$ cat src/rtl/fetch_inst_queue.sv
// Fetch front end: owns the fetch PC and queues FETCH_WIDTH tagged words per fetch; decode drains up to DEQ_WIDTH per cycle.
// One cycle from fetch to a visible deq lane; fetch stalls when free space < FETCH_WIDTH (no pop-to-push bypass).
module fetch_inst_queue #(
    parameter int INST_ADDR_WIDTH = 32,
    parameter int FETCH_WIDTH     = 2,
    parameter int DEQ_WIDTH       = 2,
    parameter int QUEUE_DEPTH     = 8,
    parameter logic [INST_ADDR_WIDTH-1:0] RESET_PC = '0
) (
    input  logic                                          clk,
    input  logic                                          reset,
    output logic [INST_ADDR_WIDTH-1:0]                    pc_o,
    input  logic [FETCH_WIDTH-1:0][31:0]                  inst_i,
    input  logic                                          stall,
    input  logic                                          redirect_valid,
    input  logic [INST_ADDR_WIDTH-1:0]                    redirect_pc,
    input  logic [$clog2(DEQ_WIDTH+1)-1:0]                deq_req,
    output logic [DEQ_WIDTH-1:0]                          deq_valid,
    output logic [DEQ_WIDTH-1:0][31:0]                    deq_inst,
    output logic [DEQ_WIDTH-1:0][INST_ADDR_WIDTH-1:0]     deq_pc,
    output logic [$clog2(QUEUE_DEPTH+1)-1:0]              count,
    output logic                                          empty
);
    localparam int PTR_W = $clog2(QUEUE_DEPTH);
    localparam int CNT_W = $clog2(QUEUE_DEPTH+1);
    localparam int AW    = INST_ADDR_WIDTH;

    logic [AW-1:0]    r_pc;
    logic [PTR_W-1:0] r_head;
    logic [PTR_W-1:0] r_tail;
    logic [CNT_W-1:0] r_count;
    logic [31:0]      r_inst_mem [QUEUE_DEPTH];
    logic [AW-1:0]    r_pc_mem   [QUEUE_DEPTH];

    logic [CNT_W-1:0] w_free;
    logic [CNT_W-1:0] w_req;
    logic [CNT_W-1:0] w_pops;
    logic [CNT_W-1:0] w_push_cnt;
    logic             w_fetch_en;

    // Free space uses the pre-pop count, so a full queue waits one cycle after a drain.
    assign w_free     = CNT_W'(QUEUE_DEPTH) - r_count;
    assign w_fetch_en = !redirect_valid && !stall && (w_free >= CNT_W'(FETCH_WIDTH));
    assign w_req      = CNT_W'(deq_req);
    assign w_pops     = (w_req > r_count) ? r_count : w_req;
    assign w_push_cnt = w_fetch_en ? CNT_W'(FETCH_WIDTH) : '0;

    always_ff @(posedge clk or negedge reset) begin
        if (!reset) begin
            r_pc    <= RESET_PC;
            r_head  <= '0;
            r_tail  <= '0;
            r_count <= '0;
        end else if (redirect_valid) begin
            r_pc    <= redirect_pc & ~AW'(3);
            r_head  <= '0;
            r_tail  <= '0;
            r_count <= '0;
        end else begin
            if (w_fetch_en) begin
                r_tail <= r_tail + PTR_W'(FETCH_WIDTH);
                r_pc   <= r_pc + AW'(4 * FETCH_WIDTH);
            end
            r_head  <= r_head + w_pops[PTR_W-1:0];
            r_count <= r_count + w_push_cnt - w_pops;
        end
    end

    // Storage has no reset; entries are only observable through valid lanes.
    always_ff @(posedge clk) begin
        if (reset && w_fetch_en) begin
            for (int k = 0; k < FETCH_WIDTH; k++) begin
                r_inst_mem[r_tail + PTR_W'(k)] <= inst_i[k];
                r_pc_mem[r_tail + PTR_W'(k)]   <= r_pc + AW'(4 * k);
            end
        end
    end

    for (genvar g = 0; g < DEQ_WIDTH; g++) begin : g_lane
        logic [PTR_W-1:0] w_idx;
        assign w_idx        = r_head + PTR_W'(g);
        assign deq_valid[g] = (r_count > CNT_W'(g));
        assign deq_inst[g]  = deq_valid[g] ? r_inst_mem[w_idx] : 32'd0;
        assign deq_pc[g]    = deq_valid[g] ? r_pc_mem[w_idx] : '0;
    end

    assign pc_o  = r_pc;
    assign count = r_count;
    assign empty = (r_count == '0);

endmodule
$ cat config.mk
export PLATFORM = sky130hd
export DESIGN_NAME = fetch_inst_queue
export DESIGN_NICKNAME = d
export VERILOG_FILES = /design/src/rtl/fetch_inst_queue.sv
export SDC_FILE = /design/constraint.sdc
export NUM_CORES = 1
export LEC_CHECK = 0
export ABC_AREA = 1
export CORE_MARGIN = 2
export CORE_UTILIZATION = 40
export CTS_CLUSTER_DIAMETER = 200
export CTS_CLUSTER_SIZE = 40
export DETAILED_ROUTE_END_ITERATION = 8
export HOLD_SLACK_MARGIN = 0.08
export SLEW_MARGIN = 0
export SYNTH_ARGS = -nofsm -noshare
export SYNTH_HDL_FRONTEND = slang
export SYNTH_SLANG_ARGS = --single-unit
export TNS_END_PERCENT = 5
$ cat constraint.sdc
create_clock -name clk -period 3.9 [get_ports clk]
set_input_delay 0.975 -clock clk [delete_from_list [all_inputs] [get_ports clk]]
set_output_delay 0.975 -clock clk [all_outputs]
set_load 0.05 [all_outputs]
; Yosys cells after proc, flatten, opt, wreduce, memory -nomap -nowiden
; Memories as Yosys holds them, arrays and structs flattened.
; Index checks and enable logic that the tools add are counted.
[op_classes]
n_addsub = 9
div_mod_pow = 0
shift = 0
n_lt_le_gt_ge = 4
bitwise_logic = 0
reduce_logical = 7
multipliers = 0
mux = 14
n_eq_ne = 0
[op_table]
columns = cell, n
row1 = $mux 32, 6
row2 = $add 32x3->32 const B, 1
row3 = $add 32x4->32 const B, 1
row4 = $mux 3, 3
row5 = $gt 4x1->1 const B, 2
row6 = $mux 4, 2
row7 = $add 3x1->3 const B, 2
row8 = $add 4x2->4, 1
row9 = $ge 4x2->1 const B, 1
row10 = $gt 2x4->1, 1
row11 = $logic_not 4->1, 1
row12 = $sub 4x4->4, 1
row13 = $sub 4x4->4 const A, 1
row14 = $add 3x2->3 const B, 1
row15 = $add 3x3->3, 1
row16 = $logic_and 1x1->1, 3
row17 = $logic_not 1->1, 2
row18 = $mux 1, 2
row19 = $mux 2, 1
row20 = $reduce_bool 2->1, 1
[word_totals]
ram_bits = 512
n_memories = 2
out_inout_bits = 167
mem_bits_ro = 0
ff_bits = 42
latchBits = 0
in_bits = 102
wordCells = 40
[memory_table]
columns = name, depth, width, rd, rd_ports_with_merged_regs, wr, line
row1 = r_inst_mem, 8, 32, 2, 0, 2, 32  ; logic [31:0] r_inst_mem [QUEUE_DEPTH];
row2 = r_pc_mem, 8, 32, 2, 0, 2, 33  ; logic [AW-1:0] r_pc_mem [QUEUE_DEPTH];

; Longest topological paths before layout
; Gate-level depths: netlist of run 1.
[depth]
ltp_word = 7
mapped_depth = 14
depth_no_buf = 14

; Worst setup path after synthesis of run 1
; Ideal clock, no wire load.
[synth_path]
path_kind = register to output
from = register r_count[1], in the netlist count[1]
to = output deq_inst[58] (netlist name)
t_arrival_ns = 2.986
path_buffers = 2
path_stages_with_launch = 9
slack_ns = -0.061
t_required_ns = 2.925
cell_sequence = dfrtp_1 -> inv_1 -> ha_1 -> nor2_1 -> inv_1 -> a22o_1 -> clkbuf_1 -> clkbuf_1 -> nor3_1
[synth_rtl]
columns = element, line
row1 = start: declaration, 31  ; logic [CNT_W-1:0] r_count;
row2 = start signal: assignment, 65  ; r_count <= r_count + w_push_cnt - w_pops;
row3 = end: declaration, 19  ; output logic [DEQ_WIDTH-1:0][31:0] deq_inst,

==> impl_results.md, run 1 <==
- Max Cap Viol: 0
- Most common cell on crit path: inv_1
- H-Tree Depth: 1
- Pleak: approximately 14 nW
- CP endpoint kind: output pin
- Sequential power share: 0.226
- Post-route setup TNS: 0 ps
- Met2 Usage GRT: 0.415
- Synth top area share: 0.476
- Largest family of logic cells by synthesized area: simple AND/OR/NAND/NOR gates
- Final period util: 0.979
- Core box area: 77500 µm²
- XOR/XNOR share of the synthesized area: 0.00863
- Initial Util: 0.404
- First-pass GRT wire length: 148000 µm
- WL final: 97500 µm
- Area delta synth->final: 17.3%
- TritonCTS Buffers: 17
- Combinational share of power: 0.696
- Gr busiest metal: met2
- PD cells: around 900 nW/µm²
- Worst skew pair latency: between 500 and 600 ps
- Post-synthesis cell area: 31300 µm²
- Final setup fails: 0
- Levels on crit path: 9
- GR Util met1: 0.319
- Simple-gate area share of the yosys netlist: 0.205
- Worst Reg-to-Reg Cells: 13
- Share of cells above drive strength 1: 0.104
- Clock transition at the registers of the reported paths: 150 ps
- GPL Wtd Cong: 0.867
- Die Ht: ~280 µm
- Min Clock Period, post-route: 3820 ps
- Clock root buffer: clkbuf_16
- Post-route ant nets: 0
- Hpwl dp: 60100 µm
- Worst setup SP type: register
- Wire per inst: 19.9 µm
- Die area: 80500 µm²
- Int Power: 16.7 mW
- Post-synth EDFFs: 496
- VDD IR-drop max: approximately 0.58 mV
- Clock power frac: 0.078
- Critical path peak fanout: 26
- Worst endpoint data arrival time: 2840 ps
- Buf/Inv on CP: 5
- TritonCTS Sinks: 535
- Pre-CTS setup slack: 2.47 ps
- Slowest stage delay, CP: 480 ps
- Switching share of total power: 0.494
- Largest net degree at the start of global routing: about 180
- Largest area contributor in the netlist: edfxtp_1
- Skew final: 48.9 ps
- Fin util: 0.474
- Status: finished clean
- Detailed-route vias per instance: 5.42
- Most used DFF post-synth: edfxtp_1
- Via Count: roughly 27000
- Ranking of synthesized cells by area: edfxtp_1, nand2_1, o21ai_0, a21oi_1, inv_1
- WS Path Type: reg2out
- Total grt overflow: 0
- First-pass DRT Iterations: 6
- RSZ-0062 raised after global routing: yes
- Hold buffers post-CTS: 0
- Post-route setup slack: 81.0 ps
- Initial antenna violation count: 1
- Std-Cell Rows: slightly above 100
- Fmax: 262 MHz
- TritonCTS clock tree: yes
- NetSw: 16.3 mW
- Fin. Hold Viols: 0
- Filler cells: 7270
- CP cell instances: inv_1 -> ha_2 -> inv_1 -> nor2_1 -> inv_1 -> a22o_4 -> buf_8 -> nor3_2 -> buf_12
- Slew headroom: 0.531
- Syn Inst Count: 3817
- Total GRT Usage: 0.236
- CP delay by family, top: buffers and inverters
- Post-synthesis sequential area ratio: 0.507
- Post-layout nets: 3978
- Unique masters post-synth: 42
- Post-synthesis compound-gate area fraction: 0.175
- Yosys warns: 0
- Pin slew with the least headroom to its limit: 704 ps
- Required time worst endpoint: 2920 ps
- Final Slew Violations: 0
- HP Class: in2async
- Synth Area per Inst: 8.20 µm²
- Iteration-0 DRC Markers: 2446
- DRC: 0
- FF+latch count, synth: 535
- IO Port Bufs: 260
- Post-Synth Adder-Cell Area: 0.00927
- Vias in the first global route: 24700
- Slowest-stage cell, CP: dfrtp_2
- Met3 Use GR: 0.0153
- Post-synthesis mux area share: 0
- FFs w/ async S/R, synth: 0.0729
- Maximum buffer depth of the clock tree: 3
- Die Span X: 284 µm
- Top Ports: 269
[cell usage in the layout, fill, tap and decap left out, drive strengths merged, types with 5 or more instances in the layout]
| master | synthesis | routed |
|---|---|---|
| o211ai | 60 | 60 |
| clkinv | 1 | 6 |
| nand4 | 5 | 5 |
| nand2 | 910 | 910 |
| nor3 | 61 | 61 |
| a21oi | 432 | 432 |
| nor2 | 265 | 265 |
| clkbuf | 153 | 29 |
| dfrtp | 39 | 39 |
| or2 | 61 | 61 |
| ha | 20 | 20 |
| nand3 | 213 | 213 |
| conb | 1 | 6 |
| inv | 286 | 282 |
| edfxtp | 496 | 496 |
| buf | 212 | 243 |
| xor2 | 20 | 20 |
| clkdlybuf4s50 | 0 | 133 |
| o21ai | 566 | 566 |
| xnor2 | 7 | 7 |
[path summary, 6_finish.rpt]
check | start | to | slack, ps
worst max register to register | count[2]$_DFF_PN0_ | count[3]$_DFF_PN0_ | 900
worst min-delay path | reset | pc_o[28]$_DFFE_PN0N_ | 330
min in group clk | pc_o[27]$_DFFE_PN0N_ | r_pc_mem[2][27]$_DFFE_PP_ | 630
max in group asynchronous | reset | pc_o[2]$_DFFE_PN0P_ | 2750
worst max-delay path | count[2]$_DFF_PN0_ | deq_inst[49] | 80
worst min register to register | pc_o[27]$_DFFE_PN0N_ | r_pc_mem[2][27]$_DFFE_PP_ | 630
[cells in the mapped netlist (all sizes together), types with 39 or more instances]
library cell / instances
edfxtp: 496
o21ai: 566
nand3: 213
clkbuf: 153
nand2: 910
inv: 286
nor3: 61
o211ai: 60
a21oi: 432
dfrtp: 39
buf: 212
nor2: 265
or2: 61
[state kept, by name, indices dropped and copies added, names as in the netlist]
signal and cells:
count 4, pc_o 30, r_head 3, r_inst_mem 256, r_pc_mem 240, r_tail 2
[cell families (layout without fill, tap and decap cells)]
family | Yosys count | count (layout)
other | 1 | 7
adders and majority gates | 22 | 22
AOI/OAI and AO/OA | 1064 | 1064
and+or+nand+nor | 1516 | 1516
buffers and inverters | 652 | 694
xor gates and xnor gates | 27 | 27
DFF | 535 | 535
[area by class of cell]
class | count | area [µm²] | area share
multi-input cells | 2635 | 12700 | 0.346
diodes | 1 | 2.50 | 0.0000682
repair buffers | 378 | 5230 | 0.142
flip-flops and latches | 535 | 15900 | 0.433
inverters | 287 | 1100 | 0.0301
clock inverters | 1 | 30.0 | 0.000818
well taps | 1040 | 1300 | 0.0354
clock buffers | 28 | 467 | 0.0127
[timing repair]
action,4_1_cts,5_1_grt
pin swaps,1,1
resized for setup,23,20
setup buffers,1,7
setup endpoints to repair,44,63
[stage by stage]
stage | area (µm²) | instances | total power [mW] | hold slack [ps]
floorplan | 31300 | 3822 | 20.2 | 600
global placement | 36000 | 4867 | 30.1 | 645
detailed placement | 36000 | 4867 | 30.2 | 633
CTS | 36600 | 4897 | 33.0 | 319
global route | 36700 | 4905 | 34.8 | 329
finish | 36700 | 4905 | 33.0 | 328
[power by group through the flow]
stage | Clock (mW) | Combinational [mW] | Sequential, mW
detailed placement | 0 | 22.7 | 7.57
finish | 2.59 | 23.0 | 7.45
floorplan | 0 | 12.7 | 7.54
CTS | 2.64 | 22.9 | 7.44
global placement | 0 | 22.5 | 7.56
global route | 2.81 | 24.5 | 7.51
[layer usage]
layer	share of wire	vias up
met5	0	-
met4	0.020	0
met3	0.067	107
met2	0.49	1065
met1	0.42	12600
li1	-	12900
Note: power is estimated with default switching activity, not from simulation.
==> inputs of run 2 (changes only) <==
--- a/config.mk
+++ b/config.mk
@@ -6,7 +6,7 @@
 export NUM_CORES = 1
 export LEC_CHECK = 0
 export ABC_AREA = 1
-export CORE_MARGIN = 2
+export CORE_ASPECT_RATIO = 1.25
 export CORE_UTILIZATION = 40
 export CTS_CLUSTER_DIAMETER = 200
 export CTS_CLUSTER_SIZE = 40
==> impl_results.md, run 2 (synthesis results as in run 1) <==
- Status: finished clean (unchanged)
- Filler cells: 7296 (was 7270)
- Commonest non-fill, non-tap cell in the layout: nand2_1 (unchanged)
- Iteration-0 DRC Markers: 2240 (was 2446)
- Wire per inst: 20.2 µm (was 19.9 µm)
- Power Total: 32.9 mW (was 33.0 mW)
- TritonCTS Sinks: 535 (unchanged)
- Final period util: 0.989 (was 0.979)
- Total GRT Usage: 0.245 (was 0.236)
- Pleak: 14.1 nW (was 14.2 nW)
- Die Span X: 252 µm (was 284 µm)
- Most frequent cells in the layout: nand2_1, edfxtp_1, o21ai_0 (unchanged)
- Initial Util: 0.404 (about the same)
- TritonCTS clock tree: yes (unchanged)
- HP Class: reg2reg (was in2async)
- Largest net degree at the start of global routing: 133 (was 175)
- Max FFs per register: 256 (unchanged)
- TritonCTS Buffers: 17 (unchanged)
- WL final: 98800 µm (was 97500 µm)
- Hpwl dp: 60700 µm (was 60100 µm)
- GPL Wtd Cong: 0.918 (was 0.867)
- RSZ-0062 raised after global routing: yes (unchanged)
- Post-route ant nets: 0 (unchanged)
- Initial antenna violation count: 2 (was 1)
- First-pass DRT Iterations: 6 (unchanged)
- Share of cells above drive strength 1: 0.103 (was 0.104)
- VDD IR-drop max: 0.955 mV (was 0.582 mV)
- Total grt overflow: 0 (unchanged)
- Via Count: 26700 (was 26600)
- H-Tree Depth: 1 (unchanged)
- Critical path peak fanout: 63 (was 26)
- Min Clock Period, post-route: 3860 ps (was 3820 ps)
- Top Ports: 269 (unchanged)
- Final setup fails: 0 (unchanged)
- Vias in the first global route: 25000 (was 24700)
- Core box area: 77500 µm² (about the same)
- Register area: 15900 µm² (about the same)
- IO Port Bufs: 260 (unchanged)
- First-pass GRT wire length: 149000 µm (was 148000 µm)
- CP endpoint kind: output pin (unchanged)
- Std-Cell Rows: 114 (was 102)
- Die area: 79400 µm² (was 80500 µm²)
- Clock transition at the registers of the reported paths: 150 ps (about the same)
- Slew headroom: 0.471 (was 0.531)
- Worst setup SP type: register (unchanged)
- WS Path Type: reg2out (unchanged)
- Multi-input gate area: 12800 µm² (was 12700 µm²)
- PD cells: 897 nW/µm² (was 900 nW/µm²)
- Clock root buffer: clkbuf_16 (unchanged)
- Required time worst endpoint: 2920 ps (about the same)
- DRC: 0 (unchanged)
- Post-route setup TNS: 0 ps (unchanged)
- Most flops, register: r_inst_mem (unchanged)
- Skew final: 35.8 ps (was 48.9 ps)
- Detailed-route vias per instance: 5.46 (was 5.42)
- Placed insts: 4856 (was 4867)
- Die Ht: 315 µm (was 284 µm)
- Maximum buffer depth of the clock tree: 3 (unchanged)
- Fin. Hold Viols: 0 (unchanged)
- Area delta synth->final: 17.1% (was 17.3%)
- Pre-CTS setup slack: 30.6 ps (was 2.47 ps)
- Final std cells w/o fill: 4888 (was 4905)
- Post-layout nets: 3957 (was 3978)
- Final Slew Violations: 0 (unchanged)
- Post-route setup slack: 43.1 ps (was 81.0 ps)
- Fmax: 259 MHz (was 262 MHz)
- Worst skew pair latency: 580 ps (was 590 ps)
- Max Cap Viol: 0 (unchanged)
- Worst endpoint data arrival time: 2880 ps (was 2840 ps)
- Pin slew with the least headroom to its limit: 794 ps (was 704 ps)
run 2: cell count changes in the layout (fill, tap and decap cells not counted), moves of 3 or more:
| cell | before | now |
|---|---|---|
| nor3_2 | 39 | 45 |
| buf_4 | 75 | 54 |
| nor2_1 | 245 | 237 |
| nor3_1 | 20 | 11 |
| nor3_4 | 2 | 5 |
| nor2_2 | 16 | 24 |
run 2: power breakdown:
part / switching (mW) / internal, mW
clock network: 1.73 / 0.857
registers: 0.547 / 6.91
logic: 14.1 / 8.74
run 2: path summary, 6_finish.rpt:
kind | from | to | slack (ps) | cells after the start
hold / removal | r_tail[2]$_DFFE_PN0N_ | r_tail[2]$_DFFE_PN0N_ | 670 | 2
max in group asynchronous | reset | r_head[1]$_DFF_PN0_ | 2770 | 2
hold reg to reg | r_tail[2]$_DFFE_PN0N_ | r_tail[2]$_DFFE_PN0N_ | 670 | 2
min in group asynchronous | reset | r_head[0]$_DFF_PN0_ | 690 | 2
setup / recovery | r_head[0]$_DFF_PN0_ | deq_pc[62] | 40 | 8
setup reg to reg | pc_o[4]$_DFFE_PN0N_ | r_pc_mem[1][13]$_DFFE_PP_ | 870 | 7
run 2: layout make-up:
class / count / area share
diodes: 1 / 0.0000682
flip-flops and latches: 535 / 0.433
well taps: 1044 / 0.0356
clock buffers: 28 / 0.0127
inverters: 287 / 0.0302
clock inverters: 1 / 0.000819
multi-input cells: 2635 / 0.348
repair buffers: 357 / 0.139
run 2: timing repair:
item | in CTS | in global routing
buffers inserted | 2 | 0
resized for setup | 22 | 39
endpoints found under the setup margin | 53 | 61
pin swaps | 2 | 1
hold buffers | 0 | 0
run 2: metal layers:
metal	up-vias	wire, µm	GRT usage
met1	12800	40400	0.315
met2	966	49500	0.436
met4	0	2860	0.0759
met5	-	0	0
met3	153	6050	0.0201
li1	12800	-	-
run 2: critical path, stage by stage, from the launching register on:
cell and delay (ps):
dfrtp_4 600, ha_4 360, buf_16 270, buf_4 270, o21ai_0 100, o21ai_0 180
nor2_1 60, nor2_1 200, buf_12 170
run 2: through the flow:
step,hold slack (ps),instance area (µm²),utilization
finish,667,36700,0.473
global route,682,36700,0.473
CTS,659,36500,0.471
detailed placement,640,35900,0.463
global placement,632,35900,0.463
floorplan,600,31300,-
